==> config.mk <==
export PLATFORM = sky130hd
export DESIGN_NAME = mem_stage_lsu
export DESIGN_NICKNAME = d
export VERILOG_FILES = /design/src/rtl/mem_stage_lsu.sv
export SDC_FILE = /design/constraint.sdc
export NUM_CORES = 1
export LEC_CHECK = 0
export CAP_MARGIN = 15
export CORE_MARGIN = 5
export CORE_UTILIZATION = 43
export CTS_CLUSTER_SIZE = 20
export DETAILED_ROUTE_END_ITERATION = 10
export PLACE_DENSITY = 0.87
export SLEW_MARGIN = 20
export SYNTH_ARGS = -nofsm -noshare
export SYNTH_HDL_FRONTEND = slang
export SYNTH_SLANG_ARGS = --single-unit
==> constraint.sdc <==
create_clock -name clk_Mem -period 2.1 [get_ports clk_Mem]
set_input_delay 0.315 -clock clk_Mem [delete_from_list [all_inputs] [get_ports clk_Mem]]
set_output_delay 0.315 -clock clk_Mem [all_outputs]
set_load 0.01 [all_outputs]
==> src/rtl/mem_stage_lsu.sv <==
// ---------------------------------------------------------------------------
// mem_stage_lsu
//   MEM-stage load/store unit. Sits between the EX/MEM and MEM/WB registers.
//   It issues one access per memory instruction on a req/ready data bus with
//   variable latency, builds the store strobes and the lane-replicated store
//   data, and aligns and extends the load result for MEM/WB. The upstream
//   pipeline is frozen through stall_out_Mem while an access is outstanding.
//
// Parameters
//   TIMEOUT            REQ cycles without dmem_ready before a bus error (>=1)
//
// Ports
//   clk_Mem            in   1   stage clock, rising edge
//   rst_Mem            in   1   synchronous active-high reset
//   valid_in_Mem       in   1   EX/MEM holds a live instruction
//   MemRead_in_Mem     in   1   load
//   MemWrite_in_Mem    in   1   store (wins over MemRead)
//   funct3_in_Mem      in   3   000 B, 001 H, 010 W, 100 BU, 101 HU, else W
//   ALU_in_Mem         in   32  effective byte address
//   Rs2_data_in_Mem    in   32  store data
//   dmem_req           out  1   bus request (registered)
//   dmem_we            out  1   write enable (registered)
//   dmem_addr          out  32  word-aligned address (registered)
//   dmem_wdata         out  32  lane-replicated store data (registered)
//   dmem_wstrb         out  4   byte enables, zero for loads (registered)
//   dmem_ready         in   1   bus completes the access this cycle
//   dmem_rdata         in   32  read data, valid with dmem_ready
//   Dmem_data_out_Mem  out  32  extended load result
//   stall_out_Mem      out  1   pipeline freeze (combinational)
//   misalign_out_Mem   out  1   misaligned access flag (combinational)
//   bus_err_out_Mem    out  1   timeout flag, high only in DONE
// ---------------------------------------------------------------------------
module mem_stage_lsu #(
  parameter int TIMEOUT = 16
) (
  input  logic        clk_Mem,
  input  logic        rst_Mem,
  input  logic        valid_in_Mem,
  input  logic        MemRead_in_Mem,
  input  logic        MemWrite_in_Mem,
  input  logic [2:0]  funct3_in_Mem,
  input  logic [31:0] ALU_in_Mem,
  input  logic [31:0] Rs2_data_in_Mem,
  output logic        dmem_req,
  output logic        dmem_we,
  output logic [31:0] dmem_addr,
  output logic [31:0] dmem_wdata,
  output logic [3:0]  dmem_wstrb,
  input  logic        dmem_ready,
  input  logic [31:0] dmem_rdata,
  output logic [31:0] Dmem_data_out_Mem,
  output logic        stall_out_Mem,
  output logic        misalign_out_Mem,
  output logic        bus_err_out_Mem
);

  // Wide enough to hold TIMEOUT itself, so TIMEOUT=1 still gets one bit.
  localparam int CW = $clog2(TIMEOUT + 1);
  localparam logic [CW-1:0] CNT_LAST = CW'(TIMEOUT - 1);

  typedef enum logic [1:0] {
    S_IDLE = 2'd0,
    S_REQ  = 2'd1,
    S_DONE = 2'd2
  } state_t;

  state_t      r_state;
  state_t      w_state_next;

  logic        r_req;
  logic        r_we;
  logic [31:0] r_addr;
  logic [31:0] r_wdata;
  logic [3:0]  r_wstrb;
  logic [1:0]  r_off;
  logic [2:0]  r_funct3;
  logic        r_is_load;
  logic [31:0] r_dout;
  logic        r_bus_err;
  logic [CW-1:0] r_cnt;

  // -------------------------------------------------------------------------
  // Request decode (from EX/MEM, only acted on in IDLE)
  // -------------------------------------------------------------------------
  logic        w_mem_op;
  logic        w_is_store;
  logic        w_size_byte;
  logic        w_size_half;
  logic        w_size_word;
  logic        w_misalign;
  logic        w_access;

  assign w_mem_op    = valid_in_Mem & (MemRead_in_Mem | MemWrite_in_Mem);
  assign w_is_store  = MemWrite_in_Mem;
  // Size is carried by funct3[1:0]; bit 2 only selects zero-extension for
  // loads. Every encoding outside B/H/BU/HU lands on the word size.
  assign w_size_byte = (funct3_in_Mem[1:0] == 2'b00);
  assign w_size_half = (funct3_in_Mem[1:0] == 2'b01);
  assign w_size_word = ~w_size_byte & ~w_size_half;

  assign w_misalign  = w_mem_op & ((w_size_half & ALU_in_Mem[0]) |
                                   (w_size_word & (ALU_in_Mem[1:0] != 2'b00)));
  assign w_access    = w_mem_op & ~w_misalign;

  // Store lane formatting
  logic [31:0] w_wdata_fmt;
  logic [3:0]  w_wstrb_fmt;

  always_comb begin
    w_wdata_fmt = Rs2_data_in_Mem;
    w_wstrb_fmt = 4'b1111;
    if (w_size_byte) begin
      w_wdata_fmt = {4{Rs2_data_in_Mem[7:0]}};
      w_wstrb_fmt = 4'b0001 << ALU_in_Mem[1:0];
    end else if (w_size_half) begin
      w_wdata_fmt = {2{Rs2_data_in_Mem[15:0]}};
      w_wstrb_fmt = 4'b0011 << ALU_in_Mem[1:0];
    end
  end

  // -------------------------------------------------------------------------
  // Load alignment and extension, from the offset/funct3 captured at issue
  // -------------------------------------------------------------------------
  logic [7:0]  w_ld_byte;
  logic [15:0] w_ld_half;
  logic [31:0] w_ld_ext;

  assign w_ld_byte = dmem_rdata[{r_off, 3'b000} +: 8];
  assign w_ld_half = dmem_rdata[{r_off[1], 4'b0000} +: 16];

  always_comb begin
    w_ld_ext = dmem_rdata;
    case (r_funct3)
      3'b000:  w_ld_ext = {{24{w_ld_byte[7]}}, w_ld_byte};
      3'b001:  w_ld_ext = {{16{w_ld_half[15]}}, w_ld_half};
      3'b100:  w_ld_ext = {24'd0, w_ld_byte};
      3'b101:  w_ld_ext = {16'd0, w_ld_half};
      default: w_ld_ext = dmem_rdata;
    endcase
  end

  // -------------------------------------------------------------------------
  // Control FSM
  // -------------------------------------------------------------------------
  logic w_start;
  logic w_complete;
  logic w_timeout;
  logic w_stall;

  always_ff @(posedge clk_Mem) begin
    if (rst_Mem) begin
      r_state <= S_IDLE;
    end else begin
      r_state <= w_state_next;
    end
  end

  always_comb begin
    w_state_next = r_state;
    w_stall      = 1'b0;
    w_start      = 1'b0;
    w_complete   = 1'b0;
    w_timeout    = 1'b0;
    case (r_state)
      S_IDLE: begin
        w_stall = w_access;
        if (w_access) begin
          w_start      = 1'b1;
          w_state_next = S_REQ;
        end
      end
      S_REQ: begin
        w_stall = 1'b1;
        // A response on the last allowed cycle still counts as success.
        if (dmem_ready) begin
          w_complete   = 1'b1;
          w_state_next = S_DONE;
        end else if (r_cnt == CNT_LAST) begin
          w_timeout    = 1'b1;
          w_state_next = S_DONE;
        end
      end
      S_DONE: begin
        // One free cycle lets EX/MEM and MEM/WB advance; the instruction
        // still visible on the inputs is the one just served, so no re-issue.
        w_state_next = S_IDLE;
      end
      default: begin
        w_state_next = S_IDLE;
      end
    endcase
  end

  // -------------------------------------------------------------------------
  // Bus, result and counter registers
  // -------------------------------------------------------------------------
  always_ff @(posedge clk_Mem) begin
    if (rst_Mem) begin
      r_req     <= 1'b0;
      r_we      <= 1'b0;
      r_addr    <= 32'd0;
      r_wdata   <= 32'd0;
      r_wstrb   <= 4'd0;
      r_off     <= 2'd0;
      r_funct3  <= 3'd0;
      r_is_load <= 1'b0;
      r_dout    <= 32'd0;
      r_bus_err <= 1'b0;
      r_cnt     <= '0;
    end else begin
      // Set on the timeout transition, so it is high exactly in DONE.
      r_bus_err <= w_timeout;

      if (w_start) begin
        r_req     <= 1'b1;
        r_we      <= w_is_store;
        r_addr    <= {ALU_in_Mem[31:2], 2'b00};
        r_wdata   <= w_is_store ? w_wdata_fmt : 32'd0;
        r_wstrb   <= w_is_store ? w_wstrb_fmt : 4'd0;
        r_off     <= ALU_in_Mem[1:0];
        r_funct3  <= funct3_in_Mem;
        r_is_load <= ~w_is_store;
      end

      if (w_complete) begin
        r_req <= 1'b0;
        if (r_is_load) begin
          r_dout <= w_ld_ext;
        end
      end

      if (w_timeout) begin
        r_req  <= 1'b0;
        r_dout <= 32'd0;
      end

      if (r_state == S_REQ) begin
        r_cnt <= r_cnt + 1'b1;
      end else if (r_state == S_DONE) begin
        r_cnt <= '0;
      end
    end
  end

  assign dmem_req          = r_req;
  assign dmem_we           = r_we;
  assign dmem_addr         = r_addr;
  assign dmem_wdata        = r_wdata;
  assign dmem_wstrb        = r_wstrb;
  assign Dmem_data_out_Mem = r_dout;
  assign stall_out_Mem     = w_stall;
  assign misalign_out_Mem  = w_misalign;
  assign bus_err_out_Mem   = r_bus_err;

endmodule
==> summary.txt, run 1 <==
Outcome
  – Outcome: complete, no violations

Clock tree
  – CTS tree: built
  – Sink Count: 114
  – Total CTS buffers: 17
  – Clock Pin Slew Worst Setup and Hold Paths: roughly 0.06 ns
  – Maximum clock path buffer count: 2
  – H-tree level count: 4
  – Root Driver: clkbuf_16
  – Worst skew pair latency: 0.41 ns
  – Cts hold-fix bufs: 0

GRT
  – First-pass GRT wire length: approximately 28 mm
  – Initial antenna violation count: 0
  – Tot GR Track Use: 24.4%
  – Vias in the first global route: roughly 5600
  – GR Overflow Total: 0
  – Largest net degree at the start of global routing: 55

Power and ir drop
  – Net Sw Frac: 29.9%
  – Leak: between 2 and 3 nW
  – Peak supply drop: 499 uV
  – Psw: 0.00196 W
  – Internal power: 0.00459 W
  – Reg power frac: 36.8%
  – Total power: 0.00655 W
  – Comb power frac: 22.6%
  – Clock share of power: 40.6%
  – Total power per unit cell area: 821 nW/um2

STA
  – Fmax: 488 MHz
  – Final Skew: 0.00545 ns
  – Fin. Hold Viols: 0
  – Worst slew pin tran: 0.912 ns
  – Worst setup margin: 0.0522 ns
  – RSZ-0062 raised after global routing: no
  – Final setup fails: 0
  – Slew headroom: 38.9%
  – Min Tclk post-route: 2.05 ns
  – Max Slew Vio Count: 0
  – Final period util: 97.5%

Placed design
  – I/O Buffers: 207
  – GP Congestion: 0.963
  – DP Wirelength: 12.8 mm
  – Worst slack, placed: -0.601 ns

Floorplanning
  – Die area: about 14000 um2
  – Die span in x: 119 um
  – IO Count: 210
  – Cell row count: 39
  – Initial core utilization: 44.3%
  – Core area: roughly 12000 um2
  – Die Y: 119 um

Drt
  – Routed length per placed instance: 18.1 um
  – Routed vias: 5396
  – DRC errors left: 0
  – WL final: 17.6 mm
  – 1st-iter DRT viols: ~410
  – Vias per cell: 5.54
  – First-pass DRT Iterations: 6
  – Post-route ant nets: 0

Yosys
  – Cells after Synth: 604
  – Post-Syn Area per Cell: 8.48 um2
  – Seq/Total Area, Yosys: 44.6%
  – Synth warnings: 0
  – Yosys reg bits: approximately 110
  – Most area-hungry cell type in the Yosys netlist: dfxtp_1
  – Post-synth top area share: 44.6%
  – Mapped Area: 5120 um2
  – Count of cell types in the netlist: 45
  – Largest cells by area after synthesis: dfxtp_1 45%, nand2_1 9.5%, a21oi_1 9.5%

Critical path
  – R2R depth: 4
  – CP required: roughly 1.8 ns
  – CP startpoint kind: input pin
  – Reg-to-Reg Start: r_funct3[0]
  – Worst EP arrival: approximately 1.7 ns
  – Crit path capture type: output pin
  – CP max FO: 4
  – R2R Path End: Dmem_data_out_Mem[6]
  – Critical path class: in2out
  – Minimum setup slack among reg-to-reg paths: 0.15 ns

Finish
  – Area growth syn-to-layout: 55.7%
  – Fraction of layout instances using a drive strength above 1: a little under an eighth
  – Fin util: 68.9%
  – Net count, final: 933
  – N_diodes: 0

Hold path
  – Min-delay worst type: in2reg
  – Hold path cells: 2
  – Sink of the worst hold path: r_funct3[0]
  – Hold path startpoint: rst_Mem

Flow run
  – Max-Cap Viols: 0
power groups by stage:
stage / clock network (W) / registers [W] / logic [W]
after floorplan: 0 / 0.00248 / 0.000690
after global placement: 0 / 0.00244 / 0.00140
after detailed placement: 0 / 0.00245 / 0.00145
after CTS: 0.00269 / 0.00240 / 0.00148
after global routing: 0.00281 / 0.00242 / 0.00161
final: 0.00266 / 0.00241 / 0.00148
critical path, cell delays in order:
cell	delay, ns
clkdlybuf4s50_1	0.44
buf_4	0.16
and3b_1	0.19
or4_4	0.43
nand2_2	0.08
buf_6	0.11
cells in the mapped netlist:
library cell  instances
nand2_1             130
dfxtp_1             114
a21oi_1              97
mux2i_1              24
o21ai_0              23
clkbuf_1             20
nor2_1               19
o2bb2ai_1            19
nand3_1              18
inv_1                15
buf_2                10
buf_6                10
ha_1                 10
nand2b_1              9
mux2_2                8
a211o_1               7
buf_4                 7
o2111ai_1             7
o211ai_1              7
a221o_1               6
o22ai_1               6
nor2b_1               5
a211oi_1              3
and3_1                3
nor3b_1               3
buf_1                 2
nand3b_1              2
nand3b_2              2
nor3_1                2
a21oi_2               1
a221oi_1              1
a221oi_2              1
a22o_1                1
a31oi_1               1
and3b_1               1
clkbuf_2              1
conb_1                1
nor2_2                1
nor3b_2               1
nor4_2                1
o21ba_2               1
o22a_1                1
o31ai_1               1
o32a_1                1
or4_1                 1
cells by family after synthesis:
logic type,count (synthesis),share of synthesized area [%]
other,1,0.0732
AOI/OAI and AO/OA,184,22.4
muxes,32,6.45
and+or+nand+nor,198,17.1
DFF,114,44.6
adders and majority gates,10,2.44
buffers and inverters,65,7.01
stage by stage:
step                std cells  hold WS [ns]  instance area [um2]  TNS (ns)
floorplan                 605         0.409                 5120         0
global placement          941         0.438                 7380    -15.71
detailed placement        941         0.443                 7380    -18.84
CTS                       974         0.225                 7960         0
global route              974         0.257                 7970         0
finish                    974         0.232                 7970         0
flip-flops by register name, indices dropped and copies added, names as in the netlist:
| register | count |
|---|---|
| r_cnt | 5 |
| bus_err_out_Mem | 1 |
| dmem_req | 1 |
| dmem_wdata | 32 |
| dmem_addr | 30 |
| r_funct3 | 3 |
| dmem_we | 1 |
| dmem_wstrb | 4 |
| r_off | 2 |
| Dmem_data_out_Mem | 32 |
| r_is_load | 1 |
| r_state | 2 |
cell usage in the layout (no fill, tap or decap), types with 8 or more instances in the layout:
master / instances
a21oi_1: 97
buf_4: 34
clkbuf_16: 17
clkdlybuf4s50_1: 204
dfxtp_1: 114
ha_1: 9
inv_1: 12
mux2_2: 8
mux2i_1: 24
nand2_1: 129
nand2b_1: 9
nand3_1: 18
nor2_1: 19
o21ai_0: 23
o2bb2ai_1: 19
routing by layer:
metal / vias to the layer above / global-route usage [%] / part of all wire [%]
li1: 2543 / - / -
met1: 2498 / 26.7 / 38
met2: 305 / 40.5 / 47
met3: 50 / 10.1 / 11
met4: 0 / 12.7 / 4.0
met5: - / 0 / 0
what timing repair did:
item                                    4_1_cts  5_1_grt
gates resized for setup                      13        4
pin swaps                                     2        0
setup buffers                                 1        0
hold endpoints to repair                      0        0
endpoints found under the setup margin        2        2
worst max path at each step:
stage	start	to	cells past startpoint
floorplan	r_state[1]	stall_out_Mem	7
global placement	ALU_in_Mem[0]	stall_out_Mem	7
detailed placement	ALU_in_Mem[1]	stall_out_Mem	7
CTS	ALU_in_Mem[1]	misalign_out_Mem	7
global route	ALU_in_Mem[0]	stall_out_Mem	6
finish	ALU_in_Mem[0]	stall_out_Mem	6
final cells by class:
| type | count | area (um2) |
|---|---|---|
| clock inverters | 15 | 128 |
| repair buffers | 244 | 2380 |
| inverters | 15 | 56.3 |
| fillers | 847 | 3590 |
| flip-flops and latches | 114 | 2280 |
| clock buffers | 17 | 425 |
| well taps | 143 | 179 |
| multi-input cells | 426 | 2520 |
Note: power is estimated with default switching activity, not from simulation.
==> run 2: changes to the inputs <==
CORE_UTILIZATION = 45   (was 43)
CTS_BUF_LIST = sky130_fd_sc_hd__clkbuf_4   (was not set)
PLACE_DENSITY = 0.9   (was 0.87)
==> run 2 against run 1 <==
Wire length is 4.5% lower. Clock skew is 0.0034 ns higher. Count of clock-buffer cells in the layout stayed put. Sequential share of layout area is 1.0 points higher. Register-to-register slack better by 0.05 ns. Global-route usage is 0.33 points higher. Cell count is 0.21% higher. Combinational power hardly changed. Sequential cell count stayed put. Utilization is 0.63 points lower. Cell area is 3.4% lower. Critical path depth is 1 lower. Highest routed layer unchanged.
==> summary.txt, run 2 (synthesis results as in run 1) <==
Finish
  – Net count, final: 934 (+0.11%)
  – Most frequent cells in the layout: 201 x clkdlybuf4s50_1, 129 x nand2_1, 112 x dfxtp_1, 97 x a21oi_1, 36 x buf_4
  – Area growth syn-to-layout: 50.4%
  – Fraction of layout instances using a drive strength above 1: 11.8% (+0.47 points)
  – Most common cell after layout, fill and taps aside: clkdlybuf4s50_1

Placed design
  – GP Congestion: 0.874 (-9.3%)
  – DP Wirelength: 12.6 mm (-1.3%)
  – Worst slack, placed: -0.591 ns (+0.00965 ns)
  – I/O Buffers: 207 (unchanged)

Clock tree
  – Cts hold-fix bufs: 0 (unchanged)
  – Worst skew pair latency: 0.51 ns (+0.10 ns)
  – Maximum clock path buffer count: 2 (unchanged)
  – Total CTS buffers: 17 (unchanged)
  – Clock Pin Slew Worst Setup and Hold Paths: 0.11 ns (+0.05 ns)
  – Sink Count: 114 (unchanged)
  – Root Driver: clkbuf_4
  – H-tree level count: 4 (unchanged)
  – CTS tree: built

STA
  – Min Tclk post-route: 2.05 ns (-0.00217 ns)
  – Max Slew Vio Count: 0 (unchanged)
  – Worst hold margin: 0.207 ns (-0.0253 ns)
  – Worst setup margin: 0.0544 ns (+0.00217 ns)
  – Final period util: 97.4% (-0.10 points)
  – RSZ-0062 raised after global routing: yes
  – Fin. Hold Viols: 0 (unchanged)
  – Fmax: 489 MHz (+0.11%)
  – Slew headroom: 38.4% (-0.54 points)
  – Final Skew: 0.00882 ns (+0.00337 ns)
  – Worst slew pin tran: 0.920 ns (+0.00804 ns)
  – Final setup fails: 0 (unchanged)

Drt
  – First-pass DRT Iterations: 5 (-1)
  – 1st-iter DRT viols: 348 (-16%)
  – WL final: 16.8 mm (-4.5%)
  – Routed vias: 5281 (-2.1%)
  – Post-route ant nets: 0 (unchanged)
  – Routed length per placed instance: 17.2 um (-4.7%)
  – Vias per cell: 5.41 (-2.3%)
  – DRC errors left: 0 (unchanged)

GRT
  – Tot GR Track Use: 24.7% (+0.33 points)
  – Largest net degree at the start of global routing: 55 (unchanged)
  – First-pass GRT wire length: 26.5 mm (-4.8%)
  – Vias in the first global route: 5400 (-3.5%)
  – Initial antenna violation count: 0 (unchanged)
  – GR Overflow Total: 0 (unchanged)

Power and ir drop
  – Total power per unit cell area: 716 nW/um2 (-13%)
  – Peak supply drop: 465 uV (-6.8%)
  – Leak: 2.84 nW (-3.8%)

Critical path
  – Setup crit start: funct3_in_Mem[0]
  – CP required: 1.78 ns (about the same)
  – CP startpoint kind: input pin
  – Crit path capture type: output pin
  – Critical path class: in2out
  – CP max FO: 2 (-2)
  – Reg-to-Reg Start: r_state[0]
  – Worst EP arrival: 1.73 ns (about the same)

Hold path
  – Min-delay worst type: in2reg
  – Hold path startpoint: rst_Mem

Flow run
  – Max-Cap Viols: 0 (unchanged)

Floorplanning
  – Die Y: 117 um (-2.1%)
  – Die span in x: 117 um (-2.1%)
  – Cell row count: 39 (unchanged)
  – Core area: 11300 um2 (-2.5%)
  – Initial core utilization: 45.4% (+1.1 points)
  – IO Count: 210 (unchanged)
  – Die area: 13600 um2 (-4.1%)

Outcome
  – Outcome: complete, no violations
-- run 2: cell count changes in the layout (fill, tap and decap cells not counted), sizes merged --
cell,before,now
clkdlybuf4s50,204,201
clkinv,7,5
dlymetal6s2s,0,1
diode,0,1
buf,39,40
dlygate4sd2,0,2
bufinv,0,2
inv,20,18
clkinvlp,3,5
-- run 2: final timing paths --
check / to / slack [ns] / depth (start not counted)
setup / recovery: stall_out_Mem / 0.05 / 5
hold reg to reg: dmem_wdata[4] / 0.46 / 2
setup reg to reg: Dmem_data_out_Mem[10] / 0.20 / 10
hold / removal: dmem_addr[2] / 0.21 / 2
-- run 2: timing repair --
| item | 4_1_cts | 5_1_grt |
|---|---|---|
| gates cloned | 0 | 0 |
| buffers inserted | 0 | 1 |
| setup endpoints to repair | 2 | 3 |
| pin swaps | 2 | 0 |
| gates resized for setup | 19 | 4 |
-- run 2: layer usage --
| layer | GRT usage, % | up-vias | wire [um] |
|---|---|---|---|
| li1 | - | 2540 | - |
| met1 | 27.4 | 2449 | 6340 |
| met2 | 42.3 | 245 | 8150 |
| met3 | 9.74 | 47 | 1850 |
| met4 | 10.3 | 0 | 486 |
| met5 | 0 | - | 0 |
-- run 2: power breakdown --
| group | internal (W) | total, W | switching [W] | leakage (nW) |
|---|---|---|---|---|
| sequential | 0.00231 | 0.00241 | 0.0000988 | 0.925 |
| clock | 0.000715 | 0.00162 | 0.000904 | 0.141 |
| combinational | 0.000752 | 0.00148 | 0.000731 | 1.77 |
| total | 0.00378 | 0.00551 | 0.00173 | 2.84 |
-- run 2: layout make-up --
| class | instances | area (um2) |
|---|---|---|
| Fill cell | 872 | 3570 |
| Multi-Input combinational cell | 426 | 2510 |
| Timing Repair Buffer | 245 | 2380 |
| Sequential cell | 114 | 2280 |
| Tap cell | 143 | 179 |
| Clock inverter | 15 | 160 |
| Clock buffer | 17 | 128 |
| Inverter | 15 | 56.3 |
| Antenna cell | 1 | 2.50 |
-- run 2: through the flow --
step / cells / power [W] / util [%] / TNS (ns) / area [um2]
final: 976 / 0.00551 / 68.3 / 0 / 7700
after global routing: 975 / 0.00580 / 68.3 / -0.0142 / 7700
after CTS: 974 / 0.00552 / 68.1 / 0 / 7680
after detailed placement: 942 / 0.00389 / 65.5 / -20.58 / 7380
after global placement: 942 / 0.00383 / 65.5 / -17.71 / 7380
after floorplan: 605 / 0.00318 / - / 0 / 5120
-- run 2: worst max-delay path, cell delays in order --
cell and delay (ns):
clkdlybuf4s50_1 0.43, and3b_2 0.24, or4_4 0.55, nand2_2 0.08, buf_6 0.11
==> run 3: changes to the inputs <==
GPL_TIMING_DRIVEN = 0   (was not set)
clock period = 2.3 ns   (was 2.1 ns; I/O delays follow)
==> run 3 against run 2 <==
Hold slack improved by 0.044 ns. Cell count up 1.3%. Sequential cell count stayed put. Sequential power is 9.5% lower. Non-clock buffer count grew 14. Sequential share of layout area up 0.097 points. Combinational power down 9%. Critical endpoint is now misalign_out_Mem. Largest cell class unchanged. Highest routed layer unchanged.
==> summary.txt, run 3 (synthesis results as in run 1) <==
Critical path
  – Worst Path Buf+Inv: 2 (unchanged)
  – Crit path capture type: output pin
  – Critical path class: in2out
  – CP startpoint kind: input pin
  – CP required: 1.96 ns (+0.18 ns)
  – Worst path slowest cell: clkdlybuf4s50_1
  – Worst EP arrival: 1.89 ns (+0.16 ns)
  – CP cell instances: clkdlybuf4s50_1 > o21ai_1 > o21ba_2 > clkdlybuf4s50_1
  – CP max stage delay: 0.50 ns (-0.05 ns)
  – CP max FO: 4 (+2)
  – Cell mode on critical path: clkdlybuf4s50_1
  – Top Family by Delay on Critical Path: buffers and inverters

Power and ir drop
  – Peak supply drop: 567 uV (+22%)
  – Total power: 0.00498 W (-9.5%)
  – Total power per unit cell area: 650 nW/um2 (-9.2%)
  – Leak: 2.82 nW (-0.65%)

Placed design
  – I/O Buffers: 206 (-0.48%)
  – Post-DP Area: 7360 um2 (-0.20%)
  – GP Congestion: 0.854 (-2.3%)
  – DP Wirelength: 12.9 mm (+2.8%)
  – Worst slack, placed: -0.802 ns (-0.211 ns)

STA
  – Fmax: around 450 MHz
  – Post-Route Setup TNS: 0 ns (unchanged)
  – Final period util: 97.0%
  – Worst setup margin: 0.0693 ns (+0.0149 ns)
  – Max Slew Vio Count: 0 (unchanged)
  – Fin. Hold Viols: 0 (unchanged)
  – Min Tclk post-route: 2.23 ns
  – Final Skew: 0.0229 ns (+0.0141 ns)
  – Final setup fails: 0 (unchanged)
  – RSZ-0062 raised after global routing: yes
  – Slew headroom: 40.9% (+2.5 points)
  – Worst slew pin tran: 0.884 ns (-0.0369 ns)

Clock tree
  – Root Driver: clkbuf_4
  – CTS tree: built
  – Maximum clock path buffer count: 2 (unchanged)
  – Clock Pin Slew Worst Setup and Hold Paths: 0.10 ns (about the same)
  – Total CTS buffers: 17 (unchanged)
  – Sink Count: 114 (unchanged)
  – H-tree level count: 4 (unchanged)
  – Cts hold-fix bufs: 0 (unchanged)
  – Worst skew pair latency: 0.56 ns (+0.05 ns)

GRT
  – Largest net degree at the start of global routing: 17 (-69%)
  – GR Overflow Total: 0 (unchanged)
  – Tot GR Track Use: 25.2% (+0.49 points)
  – Vias in the first global route: 5241 (-2.9%)
  – First-pass GRT wire length: 26.3 mm (-0.57%)
  – Initial antenna violation count: 0 (unchanged)

Drt
  – 1st-iter DRT viols: 363 (+4.3%)
  – Routed vias: 5368 (+1.6%)
  – DRC errors left: 0 (unchanged)
  – First-pass DRT Iterations: 5 (unchanged)
  – Post-route ant nets: 0 (unchanged)
  – Vias per cell: 5.43 (+0.31%)
  – WL final: 17.3 mm (+2.7%)
  – Routed length per placed instance: 17.5 um (+1.4%)

Finish
  – Net count, final: 948 (+1.5%)
  – Fin util: 68.1% (-0.22 points)
  – Fraction of layout instances using a drive strength above 1: 10.4% (-1.4 points)
  – Most common cell after layout, fill and taps aside: clkdlybuf4s50_1
  – Area growth syn-to-layout: 49.9%
  – Most frequent cells in the layout: 202 x clkdlybuf4s50_1, 129 x nand2_1, 112 x dfxtp_1, 97 x a21oi_1, 24 x mux2i_1
  – Final instance area: 7670 um2 (-0.32%)

Floorplanning
  – Die span in x: 117 um (unchanged)
  – Die Y: 117 um (unchanged)
  – Initial core utilization: 45.4% (unchanged)
  – Core area: 11300 um2 (unchanged)
  – IO Count: 210 (unchanged)
  – Die area: 13600 um2 (unchanged)
  – Cell row count: 39 (unchanged)

Hold path
  – Min-delay worst type: in2reg

Flow run
  – Max-Cap Viols: 0 (unchanged)

Outcome
  – Outcome: complete, no violations
## run 3: cell types whose count changed in the layout (fill, tap and decap cells not counted), moves of 9 or more
cell	delta
buf_4	-26
clkbuf_1	+19
buf_6	+10
buf_2	+9
## run 3: repair_timing
| item | 4_1_cts | 5_1_grt |
|---|---|---|
| endpoints found under the hold margin | 0 | 0 |
| pin swaps | 1 | 0 |
| resized for setup | 18 | 4 |
| buffers inserted | 4 | 0 |
| setup endpoints to repair | 2 | 8 |
## run 3: metal layers
layer / up-vias / part of all wire, % / global-route usage [%]
li1: 2580 / - / -
met1: 2504 / 38 / 27.3
met2: 245 / 47 / 42.6
met3: 39 / 12 / 12.2
met4: 0 / 2.4 / 9.79
met5: - / 0 / 0
## run 3: stage by stage
step	hold slack (ns)	std cells
2_1_floorplan	0.439	605
3_3_place_gp	0.438	954
3_5_place_dp	0.443	954
4_1_cts	0.202	988
5_1_grt	0.246	988
6_report	0.251	989
## run 3: tightest hold or removal path: cells and delay by family
family	cells	cell delay [ns]
AO/OA/AOI/OAI	2	0.19
AND/OR/NAND/NOR	1	0.11
buffers and inverters	1	0.12
## run 3: worst paths after layout
path / startpoint / endpoint / slack (ns) / cells past startpoint
worst max-delay path: MemWrite_in_Mem / misalign_out_Mem / 0.07 / 4
worst min-delay path: funct3_in_Mem[0] / dmem_wstrb[3] / 0.25 / 4
worst max register to register: r_cnt[0] / Dmem_data_out_Mem[27] / 0.26 / 8
worst min register to register: dmem_wdata[0] / dmem_wdata[0] / 0.46 / 2
## run 3: area by class of cell
class	instances	area, um2
Sequential cell	114	2280
Buffer	49	297
Multi-Input combinational cell	426	2490
Fill cell	863	3600
Inverter	15	56.3
Clock buffer	17	128
Tap cell	143	179
Clock inverter	14	141
Antenna cell	1	2.50
Timing Repair Buffer	210	2090
## run 3: report_power, final
group          switching [W]  internal [W]
logic               0.000679      0.000671
registers          0.0000756       0.00211
clock network       0.000820      0.000632
total                0.00157       0.00341
